--- config.mk ---
export PLATFORM = sky130hd
export DESIGN_NAME = path_extractor_flat
export DESIGN_NICKNAME = d
export VERILOG_FILES = /design/src/rtl/path_extractor_if.sv /design/src/rtl/path_extractor.sv /design/src/flat_wrapper.sv
export SDC_FILE = /design/constraint.sdc
export NUM_CORES = 1
export LEC_CHECK = 0
export BUFFER_PORTS_ARGS = -buffer_cell sky130_fd_sc_hd__buf_2
export CAP_MARGIN = 20
export CORE_AREA = 2 2 204 246
export CTS_CLUSTER_DIAMETER = 150
export CTS_CLUSTER_SIZE = 10
export DETAILED_ROUTE_END_ITERATION = 8
export DIE_AREA = 0 0 206 248
export PLACE_DENSITY = 0.46
export SKIP_CTS_REPAIR_TIMING = 1
export SYNTH_ARGS = -nofsm -noshare
export SYNTH_HDL_FRONTEND = slang
export SYNTH_SLANG_ARGS = --single-unit
--- constraint.sdc ---
create_clock -name clock -period 3.2 [get_ports clock]
set_input_delay 0.48 -clock clock [delete_from_list [all_inputs] [get_ports clock]]
set_output_delay 0.48 -clock clock [all_outputs]
set_load 0.02 [all_outputs]
--- src/rtl/path_extractor_if.sv ---
// path_extractor_if
//   Bundles the two handshaked channels of the path extractor:
//   - memory read port : mem_read_enable / mem_addr (request, extractor drives)
//                        mem_read_data / mem_read_ready (completion, memory drives)
//   - path stream      : path_valid / path_node / path_last (extractor drives)
//                        path_ready (consumer drives)
//   Modports: master = path_extractor side, slave = memory + consumer side.
interface path_extractor_if #(
  parameter int INDEX_WIDTH = 8,
  parameter int MADDR_WIDTH = 32,
  parameter int MDATA_WIDTH = 32
);
  logic                   mem_read_enable;
  logic [MADDR_WIDTH-1:0] mem_addr;
  logic [MDATA_WIDTH-1:0] mem_read_data;
  logic                   mem_read_ready;
  logic                   path_valid;
  logic [INDEX_WIDTH-1:0] path_node;
  logic                   path_last;
  logic                   path_ready;

  modport master (
    output mem_read_enable, mem_addr, path_valid, path_node, path_last,
    input  mem_read_data, mem_read_ready, path_ready
  );

  modport slave (
    input  mem_read_enable, mem_addr, path_valid, path_node, path_last,
    output mem_read_data, mem_read_ready, path_ready
  );
endinterface

--- src/rtl/path_extractor.sv ---
// path_extractor
//   Walks a predecessor array in memory from destination back to source,
//   stacking the visited nodes, then streams the path source-first.
//   Ports:
//     clock, reset          : clock, synchronous active-high reset
//     start                 : begin extraction (honoured in IDLE, DONE, ERR)
//     source, destination   : path endpoints, latched on start
//     number_of_nodes       : valid index bound, latched on start
//     prev_base_address     : byte address of prev[0]
//     bus (master)          : memory read port and path stream
//     path_length           : node count of the emitted path (0 after an error)
//     busy, done, error     : status flags
//     dbg_state             : current FSM state encoding
//
//   Handshakes: the memory request (mem_read_enable + mem_addr) is held
//   unchanged until mem_read_ready is sampled high on a clock edge, and drops
//   on that same edge. A path element transfers on every edge where
//   path_valid && path_ready; while path_ready is low the element and
//   path_last are held unchanged.
//
//   All outputs are flops whose next values are derived from the next state,
//   so an output reflects the state entered on the same edge.
module path_extractor #(
  parameter int MAX_NODES   = 16,
  parameter int INDEX_WIDTH = 8,
  parameter int MADDR_WIDTH = 32,
  parameter int MDATA_WIDTH = 32
) (
  input  logic                   clock,
  input  logic                   reset,
  input  logic                   start,
  input  logic [INDEX_WIDTH-1:0] source,
  input  logic [INDEX_WIDTH-1:0] destination,
  input  logic [INDEX_WIDTH-1:0] number_of_nodes,
  input  logic [MADDR_WIDTH-1:0] prev_base_address,
  path_extractor_if.master       bus,
  output logic [INDEX_WIDTH-1:0] path_length,
  output logic                   busy,
  output logic                   done,
  output logic                   error,
  output logic [2:0]             dbg_state
);

  localparam int DEPTH_W    = $clog2(MAX_NODES + 1);
  localparam int PTR_W      = $clog2(MAX_NODES);
  localparam int WORD_BYTES = MDATA_WIDTH / 8;
  localparam logic [INDEX_WIDTH-1:0] NO_PREVIOUS_NODE = '1;

  typedef enum logic [2:0] {
    S_IDLE  = 3'd0,
    S_PUSH  = 3'd1,
    S_FETCH = 3'd2,
    S_CHECK = 3'd3,
    S_EMIT  = 3'd4,
    S_DONE  = 3'd5,
    S_ERR   = 3'd6
  } state_t;

  state_t state_q, state_d;

  // Datapath registers
  logic [INDEX_WIDTH-1:0] src_q,  src_d;
  logic [INDEX_WIDTH-1:0] nodes_q, nodes_d;
  logic [MADDR_WIDTH-1:0] base_q, base_d;
  logic [INDEX_WIDTH-1:0] cur_q,  cur_d;
  logic [INDEX_WIDTH-1:0] nxt_q,  nxt_d;
  logic [DEPTH_W-1:0]     depth_q, depth_d;
  logic [INDEX_WIDTH-1:0] stack_q [MAX_NODES];
  logic [INDEX_WIDTH-1:0] stack_d [MAX_NODES];

  // Output registers
  logic                   mem_read_enable_q, mem_read_enable_d;
  logic [MADDR_WIDTH-1:0] mem_addr_q,        mem_addr_d;
  logic                   path_valid_q,      path_valid_d;
  logic [INDEX_WIDTH-1:0] path_node_q,       path_node_d;
  logic                   path_last_q,       path_last_d;
  logic [INDEX_WIDTH-1:0] path_length_q,     path_length_d;
  logic                   busy_q,            busy_d;
  logic                   done_q,            done_d;
  logic                   error_q,           error_d;

  logic             accept;
  logic             fire;
  logic             bad_next;
  logic [PTR_W-1:0] push_idx;
  logic [PTR_W-1:0] pop_idx;

  assign accept   = start && (state_q == S_IDLE || state_q == S_DONE || state_q == S_ERR);
  assign fire     = path_valid_q && bus.path_ready;
  assign bad_next = (nxt_q == NO_PREVIOUS_NODE) || (nxt_q >= nodes_q);
  assign push_idx = PTR_W'(depth_q);
  // Element that becomes the top of stack after a pop (depth-2 before the pop).
  assign pop_idx  = PTR_W'(depth_q - DEPTH_W'(2));

  // ---------------------------------------------------------------- state register
  always_ff @(posedge clock) begin
    if (reset) state_q <= S_IDLE;
    else       state_q <= state_d;
  end

  // ---------------------------------------------------------------- next state
  always_comb begin
    state_d = state_q;
    case (state_q)
      S_IDLE, S_DONE, S_ERR: if (start) state_d = S_PUSH;
      S_PUSH: begin
        if (cur_q == src_q)                         state_d = S_EMIT;
        else if (depth_q == DEPTH_W'(MAX_NODES - 1)) state_d = S_ERR;  // this push fills the stack
        else                                        state_d = S_FETCH;
      end
      S_FETCH: if (bus.mem_read_ready) state_d = S_CHECK;
      S_CHECK: state_d = bad_next ? S_ERR : S_PUSH;
      S_EMIT:  if (fire && depth_q == DEPTH_W'(1)) state_d = S_DONE;
      default: state_d = S_IDLE;
    endcase
  end

  // ---------------------------------------------------------------- datapath next values
  always_comb begin
    src_d   = src_q;
    nodes_d = nodes_q;
    base_d  = base_q;
    cur_d   = cur_q;
    nxt_d   = nxt_q;
    depth_d = depth_q;
    stack_d = stack_q;
    if (accept) begin
      src_d   = source;
      nodes_d = number_of_nodes;
      base_d  = prev_base_address;
      cur_d   = destination;
      depth_d = '0;
    end else begin
      case (state_q)
        S_PUSH: begin
          stack_d[push_idx] = cur_q;
          depth_d           = depth_q + DEPTH_W'(1);
        end
        S_FETCH: if (bus.mem_read_ready) nxt_d = bus.mem_read_data[INDEX_WIDTH-1:0];
        S_CHECK: if (!bad_next) cur_d = nxt_q;
        S_EMIT:  if (fire) depth_d = depth_q - DEPTH_W'(1);
        default: ;
      endcase
    end
  end

  // ---------------------------------------------------------------- output next values
  always_comb begin
    mem_read_enable_d = (state_d == S_FETCH);
    mem_addr_d        = mem_addr_q;
    path_valid_d      = (state_d == S_EMIT);
    path_node_d       = path_node_q;
    path_last_d       = path_last_q;
    path_length_d     = path_length_q;
    busy_d            = (state_d == S_PUSH) || (state_d == S_FETCH) ||
                        (state_d == S_CHECK) || (state_d == S_EMIT);
    done_d            = (state_d == S_DONE);
    error_d           = (state_d == S_ERR);

    if (state_q == S_PUSH && state_d == S_FETCH)
      mem_addr_d = base_q + MADDR_WIDTH'(cur_q) * MADDR_WIDTH'(WORD_BYTES);

    if (state_q == S_PUSH && state_d == S_EMIT) begin
      // The source is being pushed this cycle, so it is forwarded directly
      // instead of read back from the stack.
      path_node_d   = cur_q;
      path_last_d   = (depth_q == '0);
      path_length_d = INDEX_WIDTH'(depth_q) + INDEX_WIDTH'(1);
    end else if (state_q == S_EMIT && fire && state_d == S_EMIT) begin
      path_node_d = stack_q[pop_idx];
      path_last_d = (depth_q == DEPTH_W'(2));
    end

    if (accept || state_d == S_ERR) path_length_d = '0;
  end

  // ---------------------------------------------------------------- registers
  always_ff @(posedge clock) begin
    if (reset) begin
      src_q             <= '0;
      nodes_q           <= '0;
      base_q            <= '0;
      cur_q             <= '0;
      nxt_q             <= '0;
      depth_q           <= '0;
      mem_read_enable_q <= 1'b0;
      mem_addr_q        <= '0;
      path_valid_q      <= 1'b0;
      path_node_q       <= '0;
      path_last_q       <= 1'b0;
      path_length_q     <= '0;
      busy_q            <= 1'b0;
      done_q            <= 1'b0;
      error_q           <= 1'b0;
    end else begin
      src_q             <= src_d;
      nodes_q           <= nodes_d;
      base_q            <= base_d;
      cur_q             <= cur_d;
      nxt_q             <= nxt_d;
      depth_q           <= depth_d;
      mem_read_enable_q <= mem_read_enable_d;
      mem_addr_q        <= mem_addr_d;
      path_valid_q      <= path_valid_d;
      path_node_q       <= path_node_d;
      path_last_q       <= path_last_d;
      path_length_q     <= path_length_d;
      busy_q            <= busy_d;
      done_q            <= done_d;
      error_q           <= error_d;
    end
  end

  // Stack contents are only meaningful below depth, so they need no reset.
  always_ff @(posedge clock) begin
    stack_q <= stack_d;
  end

  assign bus.mem_read_enable = mem_read_enable_q;
  assign bus.mem_addr        = mem_addr_q;
  assign bus.path_valid      = path_valid_q;
  assign bus.path_node       = path_node_q;
  assign bus.path_last       = path_last_q;
  assign path_length         = path_length_q;
  assign busy                = busy_q;
  assign done                = done_q;
  assign error               = error_q;
  assign dbg_state           = state_q;

endmodule
--- src/flat_wrapper.sv ---
// flat-port wrapper written by rule: the top's interface ports become plain ports
module path_extractor_flat 
#(
  parameter int MAX_NODES   = 16,
  parameter int INDEX_WIDTH = 8,
  parameter int MADDR_WIDTH = 32,
  parameter int MDATA_WIDTH = 32
)
  (clock, reset, start, source, destination, number_of_nodes, prev_base_address, path_length, busy, done, error, dbg_state, bus_mem_read_enable, bus_mem_addr, bus_path_valid, bus_path_node, bus_path_last, bus_mem_read_data, bus_mem_read_ready, bus_path_ready);
  path_extractor_if #(.INDEX_WIDTH(INDEX_WIDTH), .MADDR_WIDTH(MADDR_WIDTH), .MDATA_WIDTH(MDATA_WIDTH)) bus_i ();
  input  logic clock;
  input  logic reset;
  input  logic start;
  input  logic [INDEX_WIDTH-1:0] source;
  input  logic [INDEX_WIDTH-1:0] destination;
  input  logic [INDEX_WIDTH-1:0] number_of_nodes;
  input  logic [MADDR_WIDTH-1:0] prev_base_address;
  output logic [INDEX_WIDTH-1:0] path_length;
  output logic busy;
  output logic done;
  output logic error;
  output logic [2:0] dbg_state;
  output wire logic [$bits(bus_i.mem_read_enable)-1:0] bus_mem_read_enable;
  output wire logic [$bits(bus_i.mem_addr)-1:0] bus_mem_addr;
  output wire logic [$bits(bus_i.path_valid)-1:0] bus_path_valid;
  output wire logic [$bits(bus_i.path_node)-1:0] bus_path_node;
  output wire logic [$bits(bus_i.path_last)-1:0] bus_path_last;
  input wire logic [$bits(bus_i.mem_read_data)-1:0] bus_mem_read_data;
  input wire logic [$bits(bus_i.mem_read_ready)-1:0] bus_mem_read_ready;
  input wire logic [$bits(bus_i.path_ready)-1:0] bus_path_ready;
  assign bus_mem_read_enable = bus_i.mem_read_enable;
  assign bus_mem_addr = bus_i.mem_addr;
  assign bus_path_valid = bus_i.path_valid;
  assign bus_path_node = bus_i.path_node;
  assign bus_path_last = bus_i.path_last;
  assign bus_i.mem_read_data = bus_mem_read_data;
  assign bus_i.mem_read_ready = bus_mem_read_ready;
  assign bus_i.path_ready = bus_path_ready;
  path_extractor #(.MAX_NODES(MAX_NODES), .INDEX_WIDTH(INDEX_WIDTH), .MADDR_WIDTH(MADDR_WIDTH), .MDATA_WIDTH(MDATA_WIDTH)) u_core (.clock(clock), .reset(reset), .start(start), .source(source), .destination(destination), .number_of_nodes(number_of_nodes), .prev_base_address(prev_base_address), .bus(bus_i), .path_length(path_length), .busy(busy), .done(done), .error(error), .dbg_state(dbg_state));
endmodule
== Word-level counts from Yosys, hierarchy flattened ==
Index checks and enable logic that the tools add are counted.
Storage, ports and cells
  input bits: 93
  output and inout port bits: 57
  register bits after elaboration: 254
  logic and storage cells: 112
Operators by class
  equal/unequal tests: 19
  reduce and logical (&&, ||, !) cells: 27
  muxes and demuxes: 22
  add/subtract/negate cells: 5
  bitwise logic cells: 3
  magnitude comparators: 4
Operators with widths (count)
  bitwise mux 128 bit: 1
  two-way mux 8 bit: 8
  adder 32 x 10 -> 32 bit: 1
  binary-select mux 8 bit (select 4 bit): 1
  demux 8 bit (select 4 bit): 1
  equality test 3 bit, second input constant: 6
  two-way mux 3 bit: 6
  one-hot mux 3 bit (5 select lines): 1
  equality test 3 x 2 -> 1 bit, second input constant: 4
  greater-or-equal comparator 5 bit, second input constant: 2
  NOT 4 -> 5 bit: 2
  one-hot mux 5 bit (2 select lines): 1
  equality test 8 bit: 1
  equality test 8 bit, second input constant: 1
  greater-or-equal comparator 8 bit: 1
  logical AND 1 bit: 8
  logical OR 1 bit: 7
  adder 5 x 1 -> 6 bit, second input constant: 1
  equality test 3 x 1 -> 1 bit, second input constant: 2
  AND reduction 2 bit: 3
  nonzero test 2 bit: 3
  adder 5 x 1 -> 5 bit, second input constant: 1
  equality test 5 x 1 -> 1 bit, second input constant: 1
  equality test 5 x 2 -> 1 bit, second input constant: 1
  other kinds (13): 16

== Depth between registers and ports, before layout ==
Gate-level depths: netlist of run 1.
  depth in word-level cells: 8
  gate-level depth with buffers: 11
  depth with buffers taken out: 9

== Worst setup path before layout of run 1 ==
OpenSTA, ideal clock, no wires.
  path kind: reg2reg
  start: reg u_core.depth_q[1]
  end: reg u_core.path_node_q[5], in the netlist u_core.bus.path_node[5]
  data required time: 3.062 ns
  period minus slack after synthesis: 2.520 ns
  setup slack: 0.680 ns
  buffers on the path: 3
  cell stages (with the launch flop): 11
  arrival: 2.382 ns
  setup time: 0.138 ns
  cells stage by stage: dfxtp_1 clkbuf_1 buf_2 inv_1 ha_1 clkbuf_1 mux4_2 o22ai_1 o21ai_0 o211ai_1 a21oi_2
Between the ends
  cells in the longest elaborated chain, start to end: 7
  elaborated cells on any way between the ends: 18
  classes of those cells: 1 x add/sub; 3 x eq/ne; 9 x mux; 1 x bitwise; 4 x reduce/logical
RTL lines
  from (decl): RTL line path_extractor.sv:67  | logic [DEPTH_W-1:0] depth_q, depth_d;
  from (signal assigned): RTL line path_extractor.sv:201  | depth_q <= depth_d;
  subtractor 4 x 2 -> 4 bit (tied with other cells): RTL line path_extractor.sv:93  | assign pop_idx = PTR_W'(depth_q - DEPTH_W'(2));
  NOT 4 -> 5 bit (not written as such) (tied with other cells): RTL line path_extractor.sv:170  | path_node_d = stack_q[pop_idx];
  binary-select mux 8 bit (select 4 bit) (tied with other cells): RTL line path_extractor.sv:170
  two-way mux 8 bit (not written as such) or one-hot mux 3 bit (5 select lines) (tied branches): RTL line path_extractor.sv:170, path_extractor.sv:104
  two-way mux 8 bit (not written as such) or equality test 3 bit (tied branches): RTL line path_extractor.sv:170, path_extractor.sv:163, path_extractor.sv:169
  two-way mux 8 bit (tied with other cells): RTL line path_extractor.sv:169  | end else if (state_q == S_EMIT && fire && state_d == S_EMIT) begin
  two-way mux 8 bit or nonzero test 2 bit (tied branches)
  to (signal assigned): RTL line path_extractor.sv:205  | path_node_q <= path_node_d;
  to (decl): RTL line path_extractor.sv:75  | logic [INDEX_WIDTH-1:0] path_node_q, path_node_d;
Parallel ways exist; a longest one is shown, timed or not. The select of a mux whose other input is x is not followed.
A chain may end at the register's enable or synchronous reset.

== Final worst setup path of run 1 ==
  start: reg u_core.cur_q[1]
  end: reg u_core.mem_addr_q[24], in the netlist u_core.bus.mem_addr[24]
Between the ends
  cells in the longest elaborated chain, start to end: 5
  elaborated cells on any way between the ends: 6
  classes of those cells: 1 x add/sub; 2 x eq/ne; 2 x mux; 1 x reduce/logical
RTL lines
  from (decl): RTL line path_extractor.sv:65  | logic [INDEX_WIDTH-1:0] cur_q, cur_d;
  from (signal assigned): RTL line path_extractor.sv:199  | cur_q <= cur_d;
  branches (longest 5 deep; another with adder 32 x 10 -> 32 bit)
  to (signal assigned): RTL line path_extractor.sv:203  | mem_addr_q <= mem_addr_d;
  to (decl): RTL line path_extractor.sv:73  | logic [MADDR_WIDTH-1:0] mem_addr_q, mem_addr_d;
Several ways; the timed one is not identified.

==> results of run 1 <==
[state kept, by name, summed over array words and instances (netlist names), 3 cells and up]
signal                count
u_core.base_q            32
u_core.depth_q            5
u_core.nxt_q              8
u_core.stack_q          128
u_core.src_q              8
u_core.bus.path_node      8
u_core.cur_q              8
u_core.nodes_q            8
u_core.path_length        6
u_core.bus.mem_addr      32
u_core.dbg_state          3
[report_power, final]
group	total [uW]	switching (uW)	internal [uW]
logic	1590	985	603
clock network	2960	1280	1680
registers	3840	187	3650
total	8390	2450	5930
[worst register-to-register path, cell delays in order, from the launching register on]
cell and delay (ps):
dfxtp_1 480, inv_1 110, fa_1 460, nor2b_1 170
o2111ai_1 300, a31oi_4 370, nand3_1 130, xor2_1 160
a211oi_1 220
[path summary, 6_finish.rpt]
| kind | startpoint | end | slack [ps] | depth (start not counted) |
|---|---|---|---|---|
| worst min-delay path | prev_base_address[14] | u_core.base_q[14]$_SDFFE_PP0P_ | 150 | 3 |
| worst max-delay path | u_core.cur_q[1]$_SDFFE_PP0P_ | u_core.bus.mem_addr[24]$_SDFFE_PP0P_ | 720 | 8 |
| worst min register to register | u_core.nodes_q[3]$_SDFFE_PP0P_ | u_core.nodes_q[3]$_SDFFE_PP0P_ | 450 | 2 |
| worst max register to register | u_core.cur_q[1]$_SDFFE_PP0P_ | u_core.bus.mem_addr[24]$_SDFFE_PP0P_ | 720 | 8 |
[metal layers]
metal	wire (um)	part of all wire, %	track usage (%)	up-vias
li1	-	-	-	3782
met3	1448	4.7	2.350	47
met4	743	2.4	3.613	6
met1	12730	41	14.24	3727
met2	16020	52	22.08	143
met5	28	0.090	0	-
[cells in the mapped netlist, types with 3 or more instances]
master	count	area [um2]
or2_2	5	31.28
xor2_1	22	192.7
a21o_1	5	37.54
o2111ai_1	4	35.03
ha_1	25	312.8
o211ai_1	8	60.06
nor2b_1	4	25.02
buf_4	4	30.03
a21oi_1	84	420.4
nand2b_1	12	75.07
and3_1	8	50.05
o22ai_1	13	81.33
nor2_1	74	277.8
nor4_1	4	25.02
inv_1	20	75.07
o2bb2ai_1	4	35.03
a211oi_2	11	137.6
mux4_2	35	788.3
nand4_1	9	56.30
edfxtp_1	128	3844
a21oi_2	3	26.28
nand2_1	157	589.3
o21a_1	5	37.54
buf_6	4	45.04
and4_1	6	52.55
nand3_1	14	70.07
o21ai_0	15	75.07
xnor2_1	16	140.1
clkbuf_1	36	135.1
nand3b_1	3	22.52
mux2i_1	8	80.08
dfxtp_1	124	2482
a211oi_1	33	247.7
buf_2	12	60.06
nor3_1	10	50.05
[per-stage QoR]
step | area (um2) | hold WS [ps]
6_report | 13390 | 154.1
5_1_grt | 13390 | 138.1
4_1_cts | 13390 | 124.7
3_5_place_dp | 12570 | 446.2
3_3_place_gp | 12570 | 441.9
2_1_floorplan | 11060 | 432.1
[area by class of cell]
| type | count | area, um2 | area share (%) |
|---|---|---|---|
| inverter | 20 | 75.07 | 0.5606 |
| tap | 637 | 797.0 | 5.952 |
| clock buffer | 46 | 789.5 | 5.896 |
| multi-input combinational | 632 | 4402 | 32.87 |
| timing repair buffer | 165 | 970.9 | 7.251 |
| clock inverter | 2 | 28.78 | 0.2149 |
| sequential | 252 | 6327 | 47.25 |
[logic make-up after synthesis]
kind of cell	count (synthesis)
AO/OA/AOI/OAI	202
XOR/XNOR	38
adder cells (fa/ha/maj)	26
buffers and inverters	77
flip-flops	252
multiplexers	44
other	1
AND/OR/NAND/NOR	320
==> summary.md, run 1 <==
| Metric | Value |
|---|---|
| Post-Synthesis Cells | `960` |
| Final worst slack | `about 720 ps` |
| CP Cell Sequence | `inv_1 -> fa_1 -> nor2b_1 -> o2111ai_1 -> a31oi_4 -> nand3_1 -> xor2_1 -> a211oi_1` |
| CP required | `roughly 3700 ps` |
| Final std cells w/o fill | `between 1500 and 2000` |
| Detail Route Antenna Nets | `0` |
| Initial antenna violation count | `3` |
| CTS tree | `done` |
| Yosys warnings | `0` |
| Achievable Freq | `between 0.4 and 0.5 GHz` |
| CP arrival | `just under 3000 ps` |
| Unique masters post-synth | `63` |
| Worst-Margin Slew | `849.5 ps` |
| CP Class | `register to register` |
| Clk buf depth | `3` |
| Syn_area_per_cell | `11.52 um2` |
| RSZ-0062 raised after global routing | `no` |
| Gr ovfl total | `0` |
| Detailed-route vias per instance | `between 4 and 5` |
| Post-Synth XOR/XNOR Area | `under 10%` |
| Yosys reg bits | `~250` |
| CTS buffer count | `29` |
| Die Ht | `248 um` |
| Post-Synth Simple-Gate Area | `a little over an eighth` |
| Setup TNS | `0 ps` |
| H-tree levels | `1` |
| Vias in the first global route | `7885` |
| Max-Cap Viols | `0` |
| Final setup violation count | `0` |
| Final Hold Viols | `0` |
| Slowest stage delay, CP | `around 480 ps` |
| Seq/Total Area, Yosys | `a little under three fifths` |
| Routed WL per cell | `~18 um` |
| Asr flop ratio synth | `0%` |
| Critical path endpoint category | `register` |
| Final Max Tran Viols | `0` |
| Mux cell area share after synthesis | `7.952%` |
| CP max stage cell | `dfxtp_1` |
| Final #Nets | `approximately 1200` |
| # IOs | `150` |
| Max FO, Critical Path | `8` |
| Post-synth EDFFs | `roughly 130` |
| Routed wire length | `30970 um` |
| DRC viols | `0` |
| Drt initial violations | `approximately 300` |
| Worst min-delay path class | `primary input to register` |
| First-pass GRT wire length | `between 40000 and 50000 um` |
| Area growth syn-to-layout | `21.06%` |
| Largest net degree at the start of global routing | `64` |
| Outcome | `completed` |
| Dpl hpwl | `between 20000 and 25000 um` |
| PortBufs | `123` |
| Root Buffer | `clkbuf_16` |
| Share of layout cells above drive strength 1 | `23.81%` |
| Worst skew pair latency | `560 ps` |
| P_leak | `0.004755 uW` |
| Detailed-route via count | `7705` |
| Largest family of logic cells by synthesized area | `simple AND/OR/NAND/NOR gates` |
| Initial Utilization | `a little under a quarter` |
| Gr usage total | `12.10%` |
| Final Power | `8388 uW` |
| Clock transition at path regs | `~60 ps` |
| Worst VDD drop | `between 0.4 and 0.5 mV` |
| Buf/Inv on CP | `1` |
| Crit share post-route | `about 77%` |
| CP top delay family | `compound AO/OA/AOI/OAI gates` |
| Placed insts | `between 1500 and 2000` |
| Post-synth top flop | `edfxtp_1` |
| Drt pass-1 iters | `4` |
| Fillers | `roughly 5200` |
| Finished Core Util | `a little over a quarter` |
| Synth Cell Area | `11060 um2` |
| Commonest non-fill, non-tap cells in the layout | `nand2_1, edfxtp_1, dfxtp_1` |
| DP Worst Slack | `just under 700 ps` |
| Post-synthesis compound-gate area fraction | `between 10 and 15%` |
| Slew margin rel. | `43.36%` |
| Die span in x | `a little over 200 um` |
| Clock Skew | `roughly 20 ps` |
| Core area | `around 50000 um2` |
| Die ar. | `51090 um2` |
| Post-layout minimum cycle time | `2476 ps` |
| Row count | `89` |
| Worst Setup Start Kind | `register` |
| Most common cell after layout, fill and taps aside | `nand2_1` |
| Adder-cell share of the synthesized area | `roughly 3.0%` |
| Ant. Diodes | `0` |
| Clock Sinks | `approximately 250` |
| Pwr dens | `~630 nW/um2` |
| Final Wtd Congestion | `between 0.7 and 0.8` |
(Power assumes the default switching activity.)
==> run 2, diff against run 1 <==
==> constraint.sdc (replaced) <==
create_clock -name clock -period 2.3 [get_ports clock]
set_input_delay 0.345 -clock clock [delete_from_list [all_inputs] [get_ports clock]]
set_output_delay 0.345 -clock clock [all_outputs]
set_load 0.02 [all_outputs]
==> run 2 against run 1 <==
  * Power increased by 43%
  * Register-to-register slack got worse by 610 ps
  * Largest power group unchanged
  * Final area increased by 4.0%
==> summary.md, run 2 (synthesis gave the netlist of run 1 again) <==
| Metric | Value |
|---|---|
| Outcome | `completed` |
| Share of layout cells above drive strength 1 | `between 20% and 30%` |
| Ant. Diodes | `0` |
| Root Buffer | `clkbuf_16` |
| Worst VDD drop | `~0.67 mV` |
| Dpl hpwl | `23240 um` |
| Worst Hold End | `u_core.base_q[0]$_SDFFE_PP0P_` |
| PortBufs | `between 100 and 150` |
| Largest net degree at the start of global routing | `41` |
| Pwr dens | `about 860 nW/um2` |
| Final #Nets | `1277` |
| Die Ht | `248 um` |
| CP Class | `register to register` |
| Drt pass-1 iters | `4` |
| Die ar. | `just over 50000 um2` |
| Finished Core Util | `roughly 29%` |
| Max reg flops | `approximately 130` |
| Worst Setup Start Kind | `register` |
| Area growth syn-to-layout | `25.95%` |
| Detailed-route vias per instance | `4.369` |
| FF-to-FF path depth | `9` |
| Drt initial violations | `approximately 270` |
| Routed wire length | `roughly 31000 um` |
| Die span in x | `slightly above 200 um` |
| Critical path endpoint category | `register` |
| Slew margin rel. | `between 40% and 50%` |
| Reg2reg setup slack | `110 ps` |
| CP arrival | `~2600 ps` |
| Initial antenna violation count | `4` |
| DRC viols | `0` |
| Vias in the first global route | `roughly 8100` |
| Routed WL per cell | `between 15 and 20 um` |
| Final Wtd Congestion | `0.7783` |
| Most common cell after layout, fill and taps aside | `nand2_1` |
| H-tree levels | `1` |
| Clock Sinks | `about 250` |
| CTS tree | `done` |
| Max-Cap Viols | `0` |
| Gr ovfl total | `0` |
| Detail Route Antenna Nets | `0` |
| Gr usage total | `between 10 and 15%` |
| Max FO, Critical Path | `14` |
| CTS buffer count | `29` |
| Detailed-route via count | `7917` |
| Final setup violation count | `0` |
| Worst min-delay path class | `primary input to register` |
| Setup TNS | `0 ps` |
| CP required | `2730 ps` |
| Most flops, register | `u_core.stack_q` |
| # IOs | `150` |
| Commonest non-fill, non-tap cells in the layout | `nand2_1, edfxtp_1, buf_2` |
| Clk buf depth | `3` |
| Achievable Freq | `around 0.46 GHz` |
| Hold Crit Depth | `3` |
| P_leak | `around 0.005 uW` |
| Hold Crit Start | `prev_base_address[0]` |
| Final Power | `approximately 12000 uW` |
| Clock transition at path regs | `60 ps` |
| R2R Path Start | `u_core.depth_q[1]$_SDFFE_PP0P_` |
| Row count | `slightly below 90` |
| Hold_ws | `roughly 19 ps` |
| First-pass GRT wire length | `about 47000 um` |
| Worst-Margin Slew | `887.1 ps` |
| Clock Skew | `between 20 and 25 ps` |
| Final Max Tran Viols | `0` |
| Core area | `just under 50000 um2` |
| Crit share post-route | `between 90% and 100%` |
| Reg-to-reg critical path endpoint | `u_core.bus.path_node[3]$_SDFFE_PP0P_` |
| Worst skew pair latency | `about 570 ps` |
| Initial Utilization | `between 20% and 30%` |
| Final Hold Viols | `0` |
| Post-layout minimum cycle time | `around 2200 ps` |
[run 2: cell types whose count changed in the layout (fill, tap and decap cells not counted), sizes merged]
cell / previous run / this run
buf: 165 / 223
[run 2: how the worst max path moves through the flow]
stage / startpoint / endpoint
after floorplan: u_core.depth_q[1]$_SDFFE_PP0P_ / u_core.bus.path_node[5]$_SDFFE_PP0P_
after global routing: u_core.depth_q[1]$_SDFFE_PP0P_ / u_core.bus.path_node[3]$_SDFFE_PP0P_
after global placement: u_core.nodes_q[6]$_SDFFE_PP0P_ / u_core.done$_SDFF_PP0_
final: u_core.depth_q[1]$_SDFFE_PP0P_ / u_core.bus.path_node[3]$_SDFFE_PP0P_
after CTS: u_core.nodes_q[6]$_SDFFE_PP0P_ / u_core.done$_SDFF_PP0_
after detailed placement: u_core.nodes_q[6]$_SDFFE_PP0P_ / u_core.done$_SDFF_PP0_
[run 2: critical path, cell delays in order, from the launching register on]
cell and delay (ps):
dfxtp_1 350, inv_4 70, ha_1 170, or4b_4 480, o311a_1 310, o21ai_2 150, a211oi_2 80, buf_12 170
o211ai_1 160, a21oi_1 110
[run 2: final cells by class]
type / instances / area (um2)
Sequential cell: 252 / 6331
Fill cell: 5150 / 34840
Clock inverter: 2 / 28.78
Clock buffer: 46 / 789.5
Inverter: 20 / 77.57
Multi-Input combinational cell: 632 / 4476
Timing Repair Buffer: 223 / 1431
Tap cell: 637 / 797.0
[run 2: routing by layer]
metal | wire length [um] | GRT usage, % | up-vias | part of all wire [%]
met5 | 32 | 0 | - | 0.10
met4 | 674 | 3.361 | 6 | 2.1
met3 | 1359 | 2.219 | 49 | 4.3
met2 | 16760 | 23.05 | 142 | 53
met1 | 12650 | 13.82 | 3828 | 40
li1 | - | - | 3892 | -
[run 2: through the flow]
stage	cell area, um2	std cells	setup WS, ps
2_1_floorplan	11090	961	20.13
3_3_place_gp	13030	1762	-36.51
3_5_place_dp	13030	1762	-30.00
4_1_cts	13840	1810	-38.95
5_1_grt	13930	1812	-7.253
6_report	13930	1812	111.7
[run 2: power breakdown]
part           internal (uW)  switching (uW)  leakage (uW)
Clock                   2340            1830      0.000392
Combinational           1030            1480       0.00248
Sequential              5080             207       0.00219
==> run 3, diff against run 2 <==
--- a/config.mk
+++ b/config.mk
@@ -5,13 +5,14 @@
 export SDC_FILE = /design/constraint.sdc
 export NUM_CORES = 1
 export LEC_CHECK = 0
+export ABC_AREA = 1
 export BUFFER_PORTS_ARGS = -buffer_cell sky130_fd_sc_hd__buf_2
 export CAP_MARGIN = 20
-export CORE_AREA = 2 2 204 246
+export CORE_AREA = 2 2 205 247
 export CTS_CLUSTER_DIAMETER = 150
 export CTS_CLUSTER_SIZE = 10
 export DETAILED_ROUTE_END_ITERATION = 8
-export DIE_AREA = 0 0 206 248
+export DIE_AREA = 0 0 207 249
 export PLACE_DENSITY = 0.46
 export SKIP_CTS_REPAIR_TIMING = 1
 export SYNTH_ARGS = -nofsm -noshare
==> run 3 against run 2 <==
  * Fmax shrank 2.5%
  * Sequential power grew 11%
  * Setup slack lost 57 ps
  * Die area grew 0.89%
  * Final cell count grew 16%
  * Clock skew shrank 0.92 ps
  * Clock-buffer cell count is the same
  * Sequential share of layout area shrank 1.8 points
  * Sequential cell count is the same
  * Non-clock buffer count grew 18
  * Clock power shrank 2%
==> summary.md, run 3 <==
| Metric | Value |
|---|---|
| Outcome | `completed` |
| Initial antenna violation count | `4` |
| Post-synth EDFFs | `128` |
| Sequential power share | `36.2%` |
| R2R Path Start | `u_core.nodes_q[1]$_SDFFE_PP0P_` |
| Max reg flops | `128` |
| Vias in the first global route | `between 9000 and 10000` |
| Initial Utilization | `between 20% and 30%` |
| Share of layout cells above drive strength 1 | `roughly a quarter` |
| Worst path most repeated cell | `nand2_1` |
| Worst-Margin Slew | `about 540 ps` |
| Worst min-delay path class | `primary input to register` |
| Largest cells by area after synthesis | `edfxtp_1, dfxtp_1, nand2_1` |
| Clk buf depth | `3` |
| Detailed-route via count | `just over 9000` |
| P_leak | `~0.0057 uW` |
| Worst skew pair latency | `550 ps` |
| Seq/Total Area, Yosys | `a little under three fifths` |
| Dpl hpwl | `25440 um` |
| Clock Sinks | `~250` |
| Post-synth top cells | `nand2_1, nor2_1, edfxtp_1` |
| Post-synth top flop | `edfxtp_1` |
| RSZ-0062 raised after global routing | `yes` |
| Clock Skew | `around 20 ps` |
| Reg2reg setup slack | `50 ps` |
| CTS buffer count | `29` |
| Drt pass-1 iters | `5` |
| Crit share post-route | `97.63%` |
| # IOs | `150` |
| Psw | `about 6000 uW` |
| DRC viols | `0` |
| Achievable Freq | `roughly 0.45 GHz` |
| Routed WL per cell | `~18 um` |
| CTS tree | `done` |
| Routed wire length | `approximately 37000 um` |
| PortBufs | `approximately 120` |
| Yosys reg bits | `between 200 and 300` |
| Detail Route Antenna Nets | `0` |
| Most common cell after layout, fill and taps aside | `nand2_1` |
| Top-count cell post-synth | `nand2_1` |
| Placed insts | `between 2000 and 2500` |
| Core area | `slightly below 50000 um2` |
| Root Buffer | `clkbuf_16` |
| Slowest stage delay, CP | `~320 ps` |
| Final Wtd Congestion | `a little under 0.9` |
| Worst VDD drop | `0.5048 mV` |
| Gr ovfl total | `0` |
| Hold_ws | `around 40 ps` |
| H-tree levels | `1` |
| Pwr dens | `1114 nW/um2` |
| Synth Cell Area | `11180 um2` |
| Final Hold Viols | `0` |
| Die ar. | `51540 um2` |
| First-pass GRT wire length | `approximately 54000 um` |
| Critical path endpoint category | `register` |
| Critical Path Sink | `u_core.bus.mem_addr[10]$_SDFFE_PP0P_` |
| Gr usage total | `13.42%` |
| FF-to-FF path depth | `18` |
| Ant. Diodes | `0` |
| Final setup violation count | `0` |
| CP arrival | `roughly 2700 ps` |
| Max FO, Critical Path | `8` |
| Placed Area | `roughly 13000 um2` |
| Hold Crit Depth | `3` |
| Row count | `89` |
| Sw frac | `37.90%` |
| Final #Nets | `around 1600` |
| Area growth syn-to-layout | `29.88%` |
| Most flops, register | `u_core.stack_q` |
| Commonest non-fill, non-tap cells in the layout | `nand2_1, nor2_1, edfxtp_1` |
| Dominant cell type by area after synthesis | `edfxtp_1` |
| Max-Cap Viols | `0` |
| Fillers | `5244` |
| Asr flop ratio synth | `0%` |
| Die span in x | `207 um` |
| Worst Setup Start Kind | `register` |
| CP Cell Sequence | `inv_2 -> ha_4 -> nand2_1 -> nand3_2 -> nand2_1 -> nand2_1 -> nand2_2 -> nand2_2 -> nand2_4 -> nand3_4 -> nand2_4 -> buf_6 -> nor2_4 -> buf_12 -> nand2_8 -> clkbuf_16 -> o21ai_1 -> nor2_1` |
| Final Power | `between 15000 and 20000 uW` |
| CP max stage cell | `dfxtp_2` |
| Clock transition at path regs | `70 ps` |
| Syn_area_per_cell | `about 9.1 um2` |
| CP Class | `register to register` |
| Final Max Tran Viols | `0` |
| Detailed-route vias per instance | `about 4.4` |
| Final instance area | `between 10000 and 15000 um2` |
| Area share of the largest cell type after synthesis | `34.37%` |
| Int Power | `about 10000 uW` |
| Slew margin rel. | `63.77%` |
| CP required | `2740 ps` |
| Largest net degree at the start of global routing | `just under 90` |
| Combinational share of power | `approximately two fifths` |
| Reg-to-reg critical path endpoint | `u_core.bus.mem_addr[10]$_SDFFE_PP0P_` |
| Die Ht | `249 um` |
| Finished Core Util | `29.65%` |
| Crit. Startpoint | `u_core.nodes_q[1]$_SDFFE_PP0P_` |
| Drt initial violations | `494` |
| Unique masters post-synth | `43` |
| Clk pwr share | `25.3%` |
| Post-layout minimum cycle time | `between 2000 and 2500 ps` |
| Post-Synthesis Cells | `1233` |
| Final std cells w/o fill | `between 2000 and 2500` |
| Yosys warnings | `0` |
==> run 3: stage by stage <==
step,setup TNS (ps),worst slack [ps]
after floorplan,0,11.75
after global placement,-420.0,-50.64
after detailed placement,-328.1,-51.47
after CTS,-1391,-88.96
after global routing,-1070,-58.13
final,0,54.51
==> run 3: cell type report <==
class,count,area [um2],share of cell area (%)
Tap cell,637,797.0,5.487
Inverter,96,369.1,2.541
Sequential cell,252,6337,43.63
Clock inverter,1,8.758,0.06030
Timing Repair Buffer,241,1743,12.00
Clock buffer,46,789.5,5.435
Multi-Input combinational cell,828,4481,30.85
==> run 3: per-layer routing <==
layer | vias up | routed length (um) | share of wire, % | global-route usage [%]
li1 | 4632 | - | - | -
met1 | 4363 | 15540 | 42 | 16.23
met2 | 187 | 19030 | 51 | 24.44
met3 | 54 | 1395 | 3.8 | 2.017
met4 | 6 | 959 | 2.6 | 3.939
met5 | - | 33 | 0.089 | 0
==> run 3: how the worst min path moves through the flow <==
stage                                               endpoint  slack, ps                                from
after global placement        u_core.nodes_q[1]$_SDFFE_PP0P_        450      u_core.nodes_q[1]$_SDFFE_PP0P_
after CTS                       u_core.src_q[6]$_SDFFE_PP0P_         20                           source[6]
after floorplan               u_core.nodes_q[1]$_SDFFE_PP0P_        430      u_core.nodes_q[1]$_SDFFE_PP0P_
after detailed placement  u_core.path_length[0]$_SDFFE_PP0P_        450  u_core.path_length[0]$_SDFFE_PP0P_
final                           u_core.src_q[6]$_SDFFE_PP0P_         40                           source[6]
after global routing            u_core.src_q[7]$_SDFFE_PP0P_         40                           source[7]
==> run 3: worst max-delay path: cells and delay by family, from the launching register on <==
kind                       cells  cell delay, ps
AOI/OAI and AO/OA              1             120
DFF                            1             320
and+or+nand+nor               12             930
buffers and inverters          4             490
adders and majority gates      1             250
==> run 3: power by group through the flow <==
stage	clock (uW)	sequential (uW)	combinational [uW]
floorplan	0	6090	3140
global placement	0	5910	5620
detailed placement	0	5920	5650
CTS	4220	5830	5660
global route	4390	5920	6920
finish	4090	5850	6240
==> run 3: logic make-up (layout without fill, tap and decap cells) <==
kind of cell	Yosys count	count (layout)	share of synthesized area, %
and+or+nand+nor	475	476	18.19
AOI/OAI and AO/OA	293	293	14.31
DFF	252	252	56.57
buffers and inverters	155	384	5.493
xor gates and xnor gates	31	31	2.428
adders and majority gates	26	26	2.976
other	1	2	0.03353
